<file path="src/rtl/carry_skip_pipe_if.sv">
// Operand/result handshake bundle for the pipelined carry-skip adder/subtractor.
// The producer/consumer side uses master; the adder uses slave.
interface carry_skip_pipe_if #(
   parameter int WIDTH = 32
);
   logic             in_valid;
   logic             in_ready;
   logic [WIDTH-1:0] operand1;
   logic [WIDTH-1:0] operand2;
   logic             Cin;
   logic             sub;
   logic             out_valid;
   logic             out_ready;
   logic [WIDTH-1:0] Result;
   logic             Cout;
   logic             Overflow;

   modport master (
      output in_valid, operand1, operand2, Cin, sub, out_ready,
      input  in_ready, out_valid, Result, Cout, Overflow
   );

   modport slave (
      input  in_valid, operand1, operand2, Cin, sub, out_ready,
      output in_ready, out_valid, Result, Cout, Overflow
   );
endinterface

</file>
<file path="src/rtl/carry_skip_pipe.sv">
// Pipelined carry-skip adder/subtractor: one BLOCK-wide slice is added per
// cycle, with the whole pipe stalling together under output backpressure.
module carry_skip_pipe #(
   parameter int WIDTH = 32,
   parameter int BLOCK = 4
) (
   input logic             clk,
   input logic             rst,
   carry_skip_pipe_if.slave bus
);
   localparam int BSAFE = (BLOCK > 0) ? BLOCK : 1;
   localparam int NB    = WIDTH / BSAFE;

   generate
      if (BLOCK < 1 || (WIDTH % BSAFE) != 0) begin : g_bad_cfg
         $error("carry_skip_pipe: WIDTH must be a positive multiple of BLOCK");
      end
   endgenerate

   logic             adv;
   logic [NB:0]      vld_p;
   logic [NB:0]      cy_p;
   logic [WIDTH-1:0] a_p   [NB];
   logic [WIDTH-1:0] b_p   [NB];
   logic [WIDTH-1:0] res_p [NB+1];
   logic [WIDTH-1:0] res_n [NB];
   logic [BLOCK-1:0] sum_c [NB];
   logic [NB-1:0]    cout_c;
   logic [NB-1:0]    cmsb_c;
   logic             ovf_p;

   // Returns {carry into block MSB, skipped block carry-out, block sum}.
   function automatic logic [BLOCK+1:0] blk_add(input logic [BLOCK-1:0] a,
                                               input logic [BLOCK-1:0] b,
                                               input logic             cin);
      logic [BLOCK:0]   rc;
      logic [BLOCK-1:0] p;
      logic [BLOCK-1:0] s;
      rc[0] = cin;
      for (int i = 0; i < BLOCK; i++) begin
         p[i]    = a[i] ^ b[i];
         s[i]    = p[i] ^ rc[i];
         rc[i+1] = (a[i] & b[i]) | (p[i] & rc[i]);
      end
      return {rc[BLOCK-1], ((&p) ? cin : rc[BLOCK]), s};
   endfunction

   always_comb begin
      for (int k = 0; k < NB; k++) begin
         {cmsb_c[k], cout_c[k], sum_c[k]} =
            blk_add(a_p[k][k*BLOCK +: BLOCK], b_p[k][k*BLOCK +: BLOCK], cy_p[k]);
         res_n[k]                  = res_p[k];
         res_n[k][k*BLOCK +: BLOCK] = sum_c[k];
      end
   end

   assign adv          = !vld_p[NB] || bus.out_ready;
   assign bus.in_ready = adv && !rst;

   always_ff @(posedge clk) begin
      if (rst) begin
         vld_p     <= '0;
         res_p[NB] <= '0;
         cy_p[NB]  <= 1'b0;
         ovf_p     <= 1'b0;
      end else if (adv) begin
         // capture: operands are pre-inverted for subtract so every stage just adds
         vld_p[0] <= bus.in_valid;
         a_p[0]   <= bus.operand1;
         b_p[0]   <= bus.sub ? ~bus.operand2 : bus.operand2;
         cy_p[0]  <= bus.Cin ^ bus.sub;
         res_p[0] <= '0;
         // stage k -> k+1: one slice resolved, its carry handed on
         for (int k = 0; k < NB; k++) begin
            vld_p[k+1] <= vld_p[k];
            cy_p[k+1]  <= cout_c[k];
            res_p[k+1] <= res_n[k];
         end
         for (int k = 1; k < NB; k++) begin
            a_p[k] <= a_p[k-1];
            b_p[k] <= b_p[k-1];
         end
         ovf_p <= cmsb_c[NB-1] ^ cout_c[NB-1];
      end
   end

   assign bus.out_valid = vld_p[NB];
   assign bus.Result    = res_p[NB];
   assign bus.Cout      = cy_p[NB];
   assign bus.Overflow  = ovf_p;
endmodule

</file>
<file path="src/flat_wrapper.sv">
// flat-port wrapper written by rule: the top's interface ports become plain ports
module carry_skip_pipe_flat 
#(
   parameter int WIDTH = 32,
   parameter int BLOCK = 4
)
  (clk, rst, bus_in_valid, bus_operand1, bus_operand2, bus_Cin, bus_sub, bus_out_ready, bus_in_ready, bus_out_valid, bus_Result, bus_Cout, bus_Overflow);
  carry_skip_pipe_if #(.WIDTH(WIDTH)) bus_i ();
  input logic clk;
  input logic rst;
  input wire logic [$bits(bus_i.in_valid)-1:0] bus_in_valid;
  input wire logic [$bits(bus_i.operand1)-1:0] bus_operand1;
  input wire logic [$bits(bus_i.operand2)-1:0] bus_operand2;
  input wire logic [$bits(bus_i.Cin)-1:0] bus_Cin;
  input wire logic [$bits(bus_i.sub)-1:0] bus_sub;
  input wire logic [$bits(bus_i.out_ready)-1:0] bus_out_ready;
  output wire logic [$bits(bus_i.in_ready)-1:0] bus_in_ready;
  output wire logic [$bits(bus_i.out_valid)-1:0] bus_out_valid;
  output wire logic [$bits(bus_i.Result)-1:0] bus_Result;
  output wire logic [$bits(bus_i.Cout)-1:0] bus_Cout;
  output wire logic [$bits(bus_i.Overflow)-1:0] bus_Overflow;
  assign bus_i.in_valid = bus_in_valid;
  assign bus_i.operand1 = bus_operand1;
  assign bus_i.operand2 = bus_operand2;
  assign bus_i.Cin = bus_Cin;
  assign bus_i.sub = bus_sub;
  assign bus_i.out_ready = bus_out_ready;
  assign bus_in_ready = bus_i.in_ready;
  assign bus_out_valid = bus_i.out_valid;
  assign bus_Result = bus_i.Result;
  assign bus_Cout = bus_i.Cout;
  assign bus_Overflow = bus_i.Overflow;
  carry_skip_pipe #(.WIDTH(WIDTH), .BLOCK(BLOCK)) u_core (.clk(clk), .rst(rst), .bus(bus_i));
endmodule
</file>
<file path="config.mk">
export PLATFORM = sky130hd
export DESIGN_NAME = carry_skip_pipe_flat
export DESIGN_NICKNAME = d
export VERILOG_FILES = /design/src/rtl/carry_skip_pipe_if.sv /design/src/rtl/carry_skip_pipe.sv /design/src/flat_wrapper.sv
export SDC_FILE = /design/constraint.sdc
export NUM_CORES = 1
export LEC_CHECK = 0
export ABC_AREA = 1
export CAP_MARGIN = 20
export CORE_ASPECT_RATIO = 1.2
export CORE_MARGIN = 5
export CORE_UTILIZATION = 63
export DETAILED_ROUTE_END_ITERATION = 10
export MAX_ROUTING_LAYER = met4
export PLACE_DENSITY = 0.84
export SLEW_MARGIN = 20
export SYNTH_ARGS = -nofsm -noshare
export SYNTH_HDL_FRONTEND = slang
export SYNTH_SLANG_ARGS = --single-unit
</file>
<file path="constraint.sdc">
create_clock -name clk -period 15.8 [get_ports clk]
set_clock_uncertainty 0.05 [all_clocks]
set_input_delay 3.95 -clock clk [delete_from_list [all_inputs] [get_ports clk]]
set_output_delay 3.95 -clock clk [all_outputs]
set_load 0.01 [all_outputs]
</file>
Word-level counts from Yosys, hierarchy flattened

Memory sizes are Yosys's and may differ from the RTL's.
Cells that the tools add are included.

Input port bits: 70
Word-level logic and storage cells: 200
Output and inout bits: 36
Register bits: 19
Memories: 3
RAM bits: 800

Memories:

| name         | words | bits a word | read ports | clocked after Yosys merged registers in | write ports | RTL line              | text |
|---|---|---|---|---|---|---|---|
| u_core.res_p | 9     | 32          | 9          | 0                                       | 9           | carry_skip_pipe.sv:25 | `logic [WIDTH-1:0] res_p [NB+1];` |
| u_core.a_p   | 8     | 32          | 8          | 0                                       | 8           | carry_skip_pipe.sv:23 | `logic [WIDTH-1:0] a_p [NB];` |
| u_core.b_p   | 8     | 32          | 8          | 0                                       | 8           | carry_skip_pipe.sv:24 | `logic [WIDTH-1:0] b_p [NB];` |

Bitwise operators: 165
Reductions and logical operators: 13
Mux-type cells: 15

Operators with widths:

| cell              | number |
|---|---|
| $xor 1x1->1       | 66 |
| $and 1x1->1       | 64 |
| $mux 32           | 2 |
| $or 1x1->1        | 33 |
| $not 32->32       | 1 |
| $reduce_and 4->1  | 8 |
| $mux 1            | 13 |
| $logic_not 1->1   | 2 |
| $reduce_and 2->1  | 1 |
| $logic_and 1x1->1 | 1 |
| $logic_or 1x1->1  | 1 |
| $not 1->1         | 1 |

Depth between registers and ports, before layout

Gate-level depths: netlist of the first run.

Word-level depth: 11
Gate-level depth with buffers: 11
Gate-level depth less buffers: 11

Least setup slack after synthesis of the first run

OpenSTA, ideal clock, no wires.

Kind: input-to-output
Start: in bus_out_ready
End: out bus_in_ready
Data arrival time: 7.467 ns
Cell stages on the path: 2
Slack: 4.333 ns
Path buffers: 0
Data required time: 11.800 ns
Cells stage by stage: nor2_4 nor2_8

Longest elaborated chain between the ends: 2

Ends and longest elaborated chain:

| item              | RTL line              | text |
|---|---|---|
| start, declared   | flat_wrapper.sv:16    | `input wire logic [$bits(bus_i.out_ready)-1:0] bus_out_ready;` |
| $logic_or 1x1->1  | carry_skip_pipe.sv:57 | `assign adv = !vld_p[NB] \|\| bus.out_ready;` |
| $logic_and 1x1->1 | carry_skip_pipe.sv:58 | `assign bus.in_ready = adv && !rst;` |
| end, declared     | flat_wrapper.sv:17    | `output wire logic [$bits(bus_i.in_ready)-1:0] bus_in_ready;` |

Every way passes these cells.

Worst setup path after layout of the first run

Start: in rst
End: out bus_in_ready

Longest elaborated chain between the ends: 2

Ends and longest elaborated chain:

| item              | RTL line              | text |
|---|---|---|
| start, declared   | flat_wrapper.sv:10    | `input logic rst;` |
| $logic_not 1->1   | carry_skip_pipe.sv:58 |  |
| $logic_and 1x1->1 | carry_skip_pipe.sv:58 |  |

Every way passes these cells.

==> out/metrics.sh, run 1 <==
ROUTED_WIRE_LENGTH_PER_INSTANCE_UM=15.3
AREA_GROWTH_PCT=17.2
INITIAL_UTILIZATION=0.637
FINAL.PERIOD_UTILIZATION=0.616
MAX_SLEW_MARGIN=0.318
CORE_SQ_MM=0.0247
WORST_PATH_ARRIVAL_TIME_NS=5.73
DRT_WL_TOTAL_UM=19000
XOR_XNOR_PORTION_OF_THE_SYNTHESIZED_CELL_AREA=0.0184
CRITPATHCAPTURE='bus_in_ready'
POST_SYNTH_AND_OR_NAND_NOR_AREA_FRACTION=0.0231
GLOBALROUTETOTALUTIL=0.141
DRIVE_ABOVE_1_SHARE=0.0776
P_LEAK_nW=6.83
CLOCK_TREE.HTREE_LEVEL_COUNT=2
FILL_CELLS=1366
WORST_SLEW_PIN_SLEW_NS=1.02
R2R_START='u_core.cy_p[7]'
POST-DP-HPWL_UM=10200
TIMING.HOLD.WORST.CLASS='register to register'
CTS_HOLD_REPAIR.BUFFERS=0
DIE_X_UM=154
DRV_SLEW=0
CTSROOTBUFFERMASTER='sky130_fd_sc_hd__clkbuf_16'
RUN_STATUS='finished clean'
MAX_STAGE_DELAY_NS=0.66
WORSTPATHREQUIRED_NS=11.80
PATH_DELAY_FAMILY='buffers and inverters'
MOST_FREQUENT_CELL_ON_THE_CRITICAL_PATH='sky130_fd_sc_hd__clkdlybuf4s50_1'
LARGEST_FAMILY_OF_LOGIC_CELLS_BY_SYNTHESIZED_AREA='adder cells'
ROW_COUNT=63
DRTPASS1ITERATIONS=5
ANTENNA_CELLS=0
GRT_PASS1_WL_UM=30600
CTS.REPORTEDPATHS.CLKPINSLEW_NS=0.07
TIMING.FINAL.CRIT_PERIOD_NS=9.73
DRT-VIAS-PER-INSTANCE=4.87
BOUNDARYPINS=106
DETAIL_ROUTE.DRC_VIOLATIONS=0
VIA_COUNT=6033
FIRST_GLOBAL_VIAS=6119
FINAL.HOLD.WORST_SLACK_NS=0.359
SETUP_REPAIR_AFTER_GLOBAL_ROUTING_MISSED_ITS_MARGIN='false'
FF2FF_SETUP_SLACK_NS=13.23
FIN_SETUP_TNS_NS=0
NUMBER_OF_NETS_PRODUCED_BY_SYNTHESIS=882
SYNTHESIS.INSTANCES=748
CLKSINKCOUNT=451
ROUTE.ANTENNA.REMAINING_NETS=0
TIMING.CRITICAL_PATH.DEPTH=3
SYN-MEAN-INSTANCE-AREA_SQ_UM=21.0
VDD.IR_DROP.WORST_mV=0.101
FINALWEIGHTEDCONGESTION=0.759
POST_SYNTH_CELL_TYPES=22
WORSTSETUPSTARTPOINTTYPE='input pin'
DRT_ITER0_DRC=387
SETUP_VIOLATIONS=0
POST-CTS-SETUP-BUFFERS=0
TYPE_OF_ELEMENT_CAPTURING_THE_CRITICAL_PATH='output port'
SYNTH_SEQ_CELLS=451
MAX_CAP_VIOL_COUNT=0
SEQ_AREA_FRAC_SYNTH=0.855
HOLD_VIOL=0
MAXIMUM_NUMBER_OF_PINS_ON_ONE_NET_BEFORE_GLOBAL_ROUTE_REPAIR=195
CLOCK_LATENCY_NS=0.52
FLOORPLAN.DIE.HEIGHT_UM=183
YOSYS_WARNINGS=0
FP.DIEAREA_SQ_MM=0.0282
PORT_BUF_INSERTS=105
LAYOUT.CELLS.MOST_COMMON_LIST='sky130_fd_sc_hd__edfxtp_1 (440), sky130_fd_sc_hd__inv_1 (110), sky130_fd_sc_hd__clkdlybuf4s50_1 (104)'
LEADING_CELL_TYPE_IN_THE_LAYOUT_FILL_AND_TAPS_EXCLUDED='sky130_fd_sc_hd__edfxtp_1'
FMAX_MHz=103
PATH_MAX_FANOUT=37
GRT_ANTENNA_BEFORE_REPAIR=0
TRITONCTS='yes'
WORST_R2R_PATH_DEPTH=8
CP_SLOWEST_CELL='sky130_fd_sc_hd__clkdlybuf4s50_1'
TIMING_WORST_SETUP_PATH_TYPE='input pin to output port'
SYNTHMUXAREASHARE=0
GRT_REMAINING_OVERFLOW=0
FINAL_NET_COUNT=1025
SYNTH_COMPOUND_AREA_FRAC=0.00645
WORSTPATHCELLLIST='clkdlybuf4s50_1, nor2_8, clkdlybuf4s50_1'
SYNTH_FA_HA_AREA_FRAC=0.0662
POWER.DENSITY_CELL_AREA_mW_PER_MM2=135
REGTOREGENDPOINT='u_core.res_p[0][287]'
SETUP.WORST_PATH.START='rst'
POST_CTS_RESIZED=0
CRITPATHBUFINV=2
MAPPEDNETLISTAREA_SQ_MM=0.0157
CTS_MAX_PATH_BUFFERS=3
CTS-BUFFERS-INSERTED=40
state kept, by name (all words and copies together) (netlist names):
| name | flops |
|---|---|
| u_core.a_p | 144 |
| u_core.b_p | 144 |
| u_core.bus.Overflow | 1 |
| u_core.cy_p | 9 |
| u_core.res_p | 144 |
| u_core.vld_p | 9 |
kinds of logic (layout without fill, tap and decap cells):
| kind of cell | after synthesis | count (layout) |
|---|---|---|
| xor+xnor | 33 | 33 |
| buf+inv | 119 | 286 |
| compound gates | 18 | 18 |
| simple gates | 63 | 63 |
| flops | 451 | 451 |
| fa+ha+maj | 64 | 64 |
metrics by stage:
step | cells | utilization | area [sq um] | setup slack [ns] | power, W
final | 1240 | 0.747 | 18400 | 6.07 | 0.00249
after global routing | 1240 | 0.747 | 18400 | 5.97 | 0.00259
after CTS | 1239 | 0.746 | 18400 | 6.02 | 0.00251
after detailed placement | 1173 | 0.694 | 17100 | 6.04 | 0.00158
after global placement | 1173 | 0.694 | 17100 | 6.04 | 0.00157
after floorplan | 748 | - | 15700 | 4.33 | 0.00153
cell type report:
| class | count | area [sq um] | share of cell area |
|---|---|---|---|
| Multi-Input combinational cell | 178 | 1790 | 0.0974 |
| Sequential cell | 451 | 13400 | 0.729 |
| Inverter | 111 | 419 | 0.0227 |
| Clock inverter | 12 | 131 | 0.00713 |
| Clock buffer | 54 | 1140 | 0.0617 |
| Timing Repair Buffer | 109 | 1110 | 0.0601 |
| Tap cell | 325 | 407 | 0.0221 |
report_power, final:
group	switching [W]	leakage, nW	internal (W)	total, W
logic	0.0000637	1.76	0.0000525	0.000116
registers	0.0000270	4.45	0.00142	0.00144
clock network	0.000383	0.617	0.000551	0.000934
total	0.000474	6.83	0.00202	0.00249
worst min path at each step:
stage / from / end / slack [ns] / cells after the start
6_report: u_core.b_p[0][76] / u_core.b_p[0][108] / 0.36 / 0
5_1_grt: u_core.b_p[0][79] / u_core.b_p[0][111] / 0.37 / 0
4_1_cts: u_core.res_p[0][106] / u_core.res_p[0][138] / 0.36 / 0
3_5_place_dp: u_core.a_p[0][7] / u_core.a_p[0][39] / 0.35 / 0
3_3_place_gp: u_core.b_p[1][30] / u_core.b_p[1][62] / 0.35 / 0
2_1_floorplan: u_core.a_p[0][76] / u_core.a_p[0][108] / 0.35 / 0
worst reg2reg max path: cells and delay by family, from the launching register on:
kind                       cells  cell delay [ns]
DFF                            1             0.40
adders and majority gates      4             1.57
and+or+nand+nor                1             0.11
buffers and inverters          3             0.30
routing by layer:
layer | up-vias | part of all wire | GRT usage
met5 | - | 0 | -
met4 | 0 | 0.031 | 0.0516
met3 | 49 | 0.057 | 0.0319
met2 | 158 | 0.51 | 0.237
met1 | 2895 | 0.40 | 0.169
li1 | 2931 | - | -
cell usage after synthesis:
cell type / n / share of area
sky130_fd_sc_hd__nand3_1: 6 / 0.0019
sky130_fd_sc_hd__fa_1: 32 / 0.041
sky130_fd_sc_hd__nor2_8: 1 / 0.0013
sky130_fd_sc_hd__buf_12: 1 / 0.0013
sky130_fd_sc_hd__ha_1: 32 / 0.025
sky130_fd_sc_hd__buf_4: 3 / 0.0014
sky130_fd_sc_hd__nor2_4: 11 / 0.0079
sky130_fd_sc_hd__nor2_1: 30 / 0.0072
sky130_fd_sc_hd__nand2_2: 1 / 0.00040
sky130_fd_sc_hd__nand4_1: 7 / 0.0028
sky130_fd_sc_hd__buf_2: 3 / 0.00095
sky130_fd_sc_hd__inv_4: 1 / 0.00040
sky130_fd_sc_hd__edfxtp_1: 440 / 0.84
sky130_fd_sc_hd__o21ai_0: 3 / 0.00095
sky130_fd_sc_hd__a21oi_1: 7 / 0.0022
sky130_fd_sc_hd__buf_8: 1 / 0.00095
sky130_fd_sc_hd__nand2_1: 7 / 0.0017
sky130_fd_sc_hd__inv_1: 110 / 0.026
sky130_fd_sc_hd__o21bai_1: 1 / 0.00048
sky130_fd_sc_hd__o22ai_1: 7 / 0.0028
sky130_fd_sc_hd__xor2_1: 33 / 0.018
sky130_fd_sc_hd__dfxtp_1: 11 / 0.014
Power figures use the tool's default switching activity.
==> run 2, diff against run 1 <==
--- a/config.mk
+++ b/config.mk
@@ -9,10 +9,10 @@
 export CAP_MARGIN = 20
 export CORE_ASPECT_RATIO = 1.2
 export CORE_MARGIN = 5
-export CORE_UTILIZATION = 63
+export CORE_UTILIZATION = 52
 export DETAILED_ROUTE_END_ITERATION = 10
 export MAX_ROUTING_LAYER = met4
-export PLACE_DENSITY = 0.84
+export PLACE_DENSITY = 0.74
 export SLEW_MARGIN = 20
 export SYNTH_ARGS = -nofsm -noshare
 export SYNTH_HDL_FRONTEND = slang
==> constraint.sdc (replaced) <==
create_clock -name clk -period 8.5 [get_ports clk]
set_clock_uncertainty 0.05 [all_clocks]
set_input_delay 2.125 -clock clk [delete_from_list [all_inputs] [get_ports clk]]
set_output_delay 2.125 -clock clk [all_outputs]
set_load 0.01 [all_outputs]
==> run 2 against run 1 <==
Compared with the run above:
- sequential power grew 86%
- critical path type unchanged
- worst setup slack lost 3.6 ns
- combinational power grew 80%
- via count shrank 1.6%
- largest cell class unchanged
- highest routed layer unchanged
==> out/metrics.sh, run 2 (synthesis gave the netlist of run 1 again) <==
RUN_STATUS='finished clean'
ROW_COUNT=69
GLOBALROUTETOTALUTIL=0.110
CTS.REPORTEDPATHS.CLKPINSLEW_NS=0.06
TIMING.HOLD.WORST.CLASS='register to register'
DETAILEDPLACE.WORSTSLACK_NS=2.41
DRV_SLEW=0
TIMING.FINAL.CRIT_PERIOD_NS=6.05
P_LEAK_nW=6.86
CORE_SQ_MM=0.0297
FINALWEIGHTEDCONGESTION=0.716
MAXIMUM_NUMBER_OF_PINS_ON_ONE_NET_BEFORE_GLOBAL_ROUTE_REPAIR=98
POWER.DENSITY_CELL_AREA_mW_PER_MM2=253
HOLDCRITSTARTPOINT='u_core.b_p[1][59]'
FF2FF_SETUP_SLACK_NS=5.64
DRT-VIAS-PER-INSTANCE=4.53
CLOCK_TREE.HTREE_LEVEL_COUNT=2
CLKSINKCOUNT=451
DRIVE_ABOVE_1_SHARE=0.0813
WORST_PATH_ARRIVAL_TIME_NS=3.88
CTS-BUFFERS-INSERTED=41
FINAL_NET_COUNT=1027
FIRST_GLOBAL_VIAS=5883
TYPE_OF_ELEMENT_CAPTURING_THE_CRITICAL_PATH='output port'
PATH_MAX_FANOUT=37
POST-DP-HPWL_UM=10600
CTSROOTBUFFERMASTER='sky130_fd_sc_hd__clkbuf_16'
CLOCK_LATENCY_NS=0.51
GRT_PASS1_WL_UM=29400
FILL_CELLS=2070
AREA.SEQUENTIAL_SQ_MM=0.0134
POST_CTS_RESIZED=0
ROUTE.ANTENNA.REMAINING_NETS=0
FIN_SETUP_TNS_NS=0
MAX_SLEW_MARGIN=0.382
DRTPASS1ITERATIONS=4
LAYOUT.CELLS.MOST_COMMON_LIST='sky130_fd_sc_hd__edfxtp_1 (440), sky130_fd_sc_hd__inv_1 (110), sky130_fd_sc_hd__clkdlybuf4s50_1 (104)'
BOUNDARYPINS=106
ROUTED_WIRE_LENGTH_PER_INSTANCE_UM=13.5
GRT.MET1_USAGE=0.139
FP.DIEAREA_SQ_MM=0.0338
POST-ROUTE-WORST-SETUP-SLACK_NS=2.45
GRT_ANTENNA_BEFORE_REPAIR=0
FINAL.PERIOD_UTILIZATION=0.712
VIA_COUNT=5938
WORSTSETUPSTARTPOINTTYPE='input pin'
HOLD_VIOL=0
AREA_GROWTH_PCT=18.1
MAX_CAP_VIOL_COUNT=0
MIN_DELAY_PATH_DEPTH=0
CTS_MAX_PATH_BUFFERS=3
LEADING_CELL_TYPE_IN_THE_LAYOUT_FILL_AND_TAPS_EXCLUDED='sky130_fd_sc_hd__edfxtp_1'
REGTOREGENDPOINT='u_core.a_p[0][16]'
CTS_HOLD_REPAIR.BUFFERS=0
WORSTPATHREQUIRED_NS=6.33
WORST_R2R_PATH_DEPTH=5
MULTI_INPUT_COMB_AREA_SQ_MM=0.00179
PORT_BUF_INSERTS=105
FLOORPLAN.DIE.HEIGHT_UM=200
DIE_X_UM=169
R2R_START='u_core.vld_p[8]'
DRT_WL_TOTAL_UM=17700
MET3_USAGE=0.0260
DETAIL_ROUTE.DRC_VIOLATIONS=0
SETUP_VIOLATIONS=0
GRT_REMAINING_OVERFLOW=0
SETUP_REPAIR_AFTER_GLOBAL_ROUTING_MISSED_ITS_MARGIN='false'
GLOBAL_ROUTE_LAYER_WITH_THE_GREATEST_USAGE='met2'
FMAX_MHz=165
TRITONCTS='yes'
INITIAL_UTILIZATION=0.529
WORST_SLEW_PIN_SLEW_NS=0.928
DRT_ITER0_DRC=259
VDD.IR_DROP.WORST_mV=0.186
ANTENNA_CELLS=0
TIMING_WORST_SETUP_PATH_TYPE='input pin to output port'
POST-CTS-SETUP-BUFFERS=0
HOLD-PATH-ENDPOINT='u_core.b_p[1][91]'
LARGEST_REGISTERS='u_core.a_p: 144 flops, u_core.b_p: 144 flops, u_core.res_p: 144 flops'
SETUP.WORST_PATH.START='rst'
GLOBALROUTEMET2UTIL=0.174
[run 2: how the worst max path moves through the flow]
stage	to	slack (ns)	depth (start not counted)
final	bus_in_ready	2.45	3
after global routing	bus_in_ready	2.35	3
after CTS	bus_in_ready	2.40	3
after detailed placement	bus_in_ready	2.41	3
after global placement	bus_in_ready	2.45	3
after floorplan	bus_in_ready	0.68	2
[run 2: through the flow]
| stage | total power (W) | instances | hold WS [ns] | util | instance area (sq um) |
|---|---|---|---|---|---|
| floorplan | 0.00284 | 748 | 0.350 | - | 15700 |
| global placement | 0.00292 | 1240 | 0.350 | 0.580 | 17200 |
| detailed placement | 0.00294 | 1240 | 0.355 | 0.580 | 17200 |
| CTS | 0.00476 | 1312 | 0.360 | 0.625 | 18600 |
| global route | 0.00490 | 1312 | 0.363 | 0.625 | 18600 |
| finish | 0.00470 | 1312 | 0.362 | 0.625 | 18600 |
[run 2: where the power goes]
group,internal [W],total (W),switching [W]
combinational,0.0000947,0.000209,0.000114
sequential,0.00263,0.00268,0.0000465
clock,0.00109,0.00181,0.000719
total,0.00382,0.00470,0.000880
[run 2: layer usage]
layer / share of wire / up-vias
li1: - / 2949
met1: 0.42 / 2830
met2: 0.50 / 122
met3: 0.053 / 37
met4: 0.028 / 0
met5: 0 / -
[run 2: critical path: stages]
cell and delay (ns):
sky130_fd_sc_hd__clkdlybuf4s50_1 0.53, sky130_fd_sc_hd__nor2_8 0.54, sky130_fd_sc_hd__clkdlybuf4s50_1 0.66
[run 2: area by class of cell]
cell class / instances / share of cell area
Tap cell: 390 / 0.0263
Clock inverter: 26 / 0.0158
Timing Repair Buffer: 110 / 0.0586
Multi-Input combinational cell: 178 / 0.0967
Inverter: 111 / 0.0226
Clock buffer: 46 / 0.0563
Sequential cell: 451 / 0.724
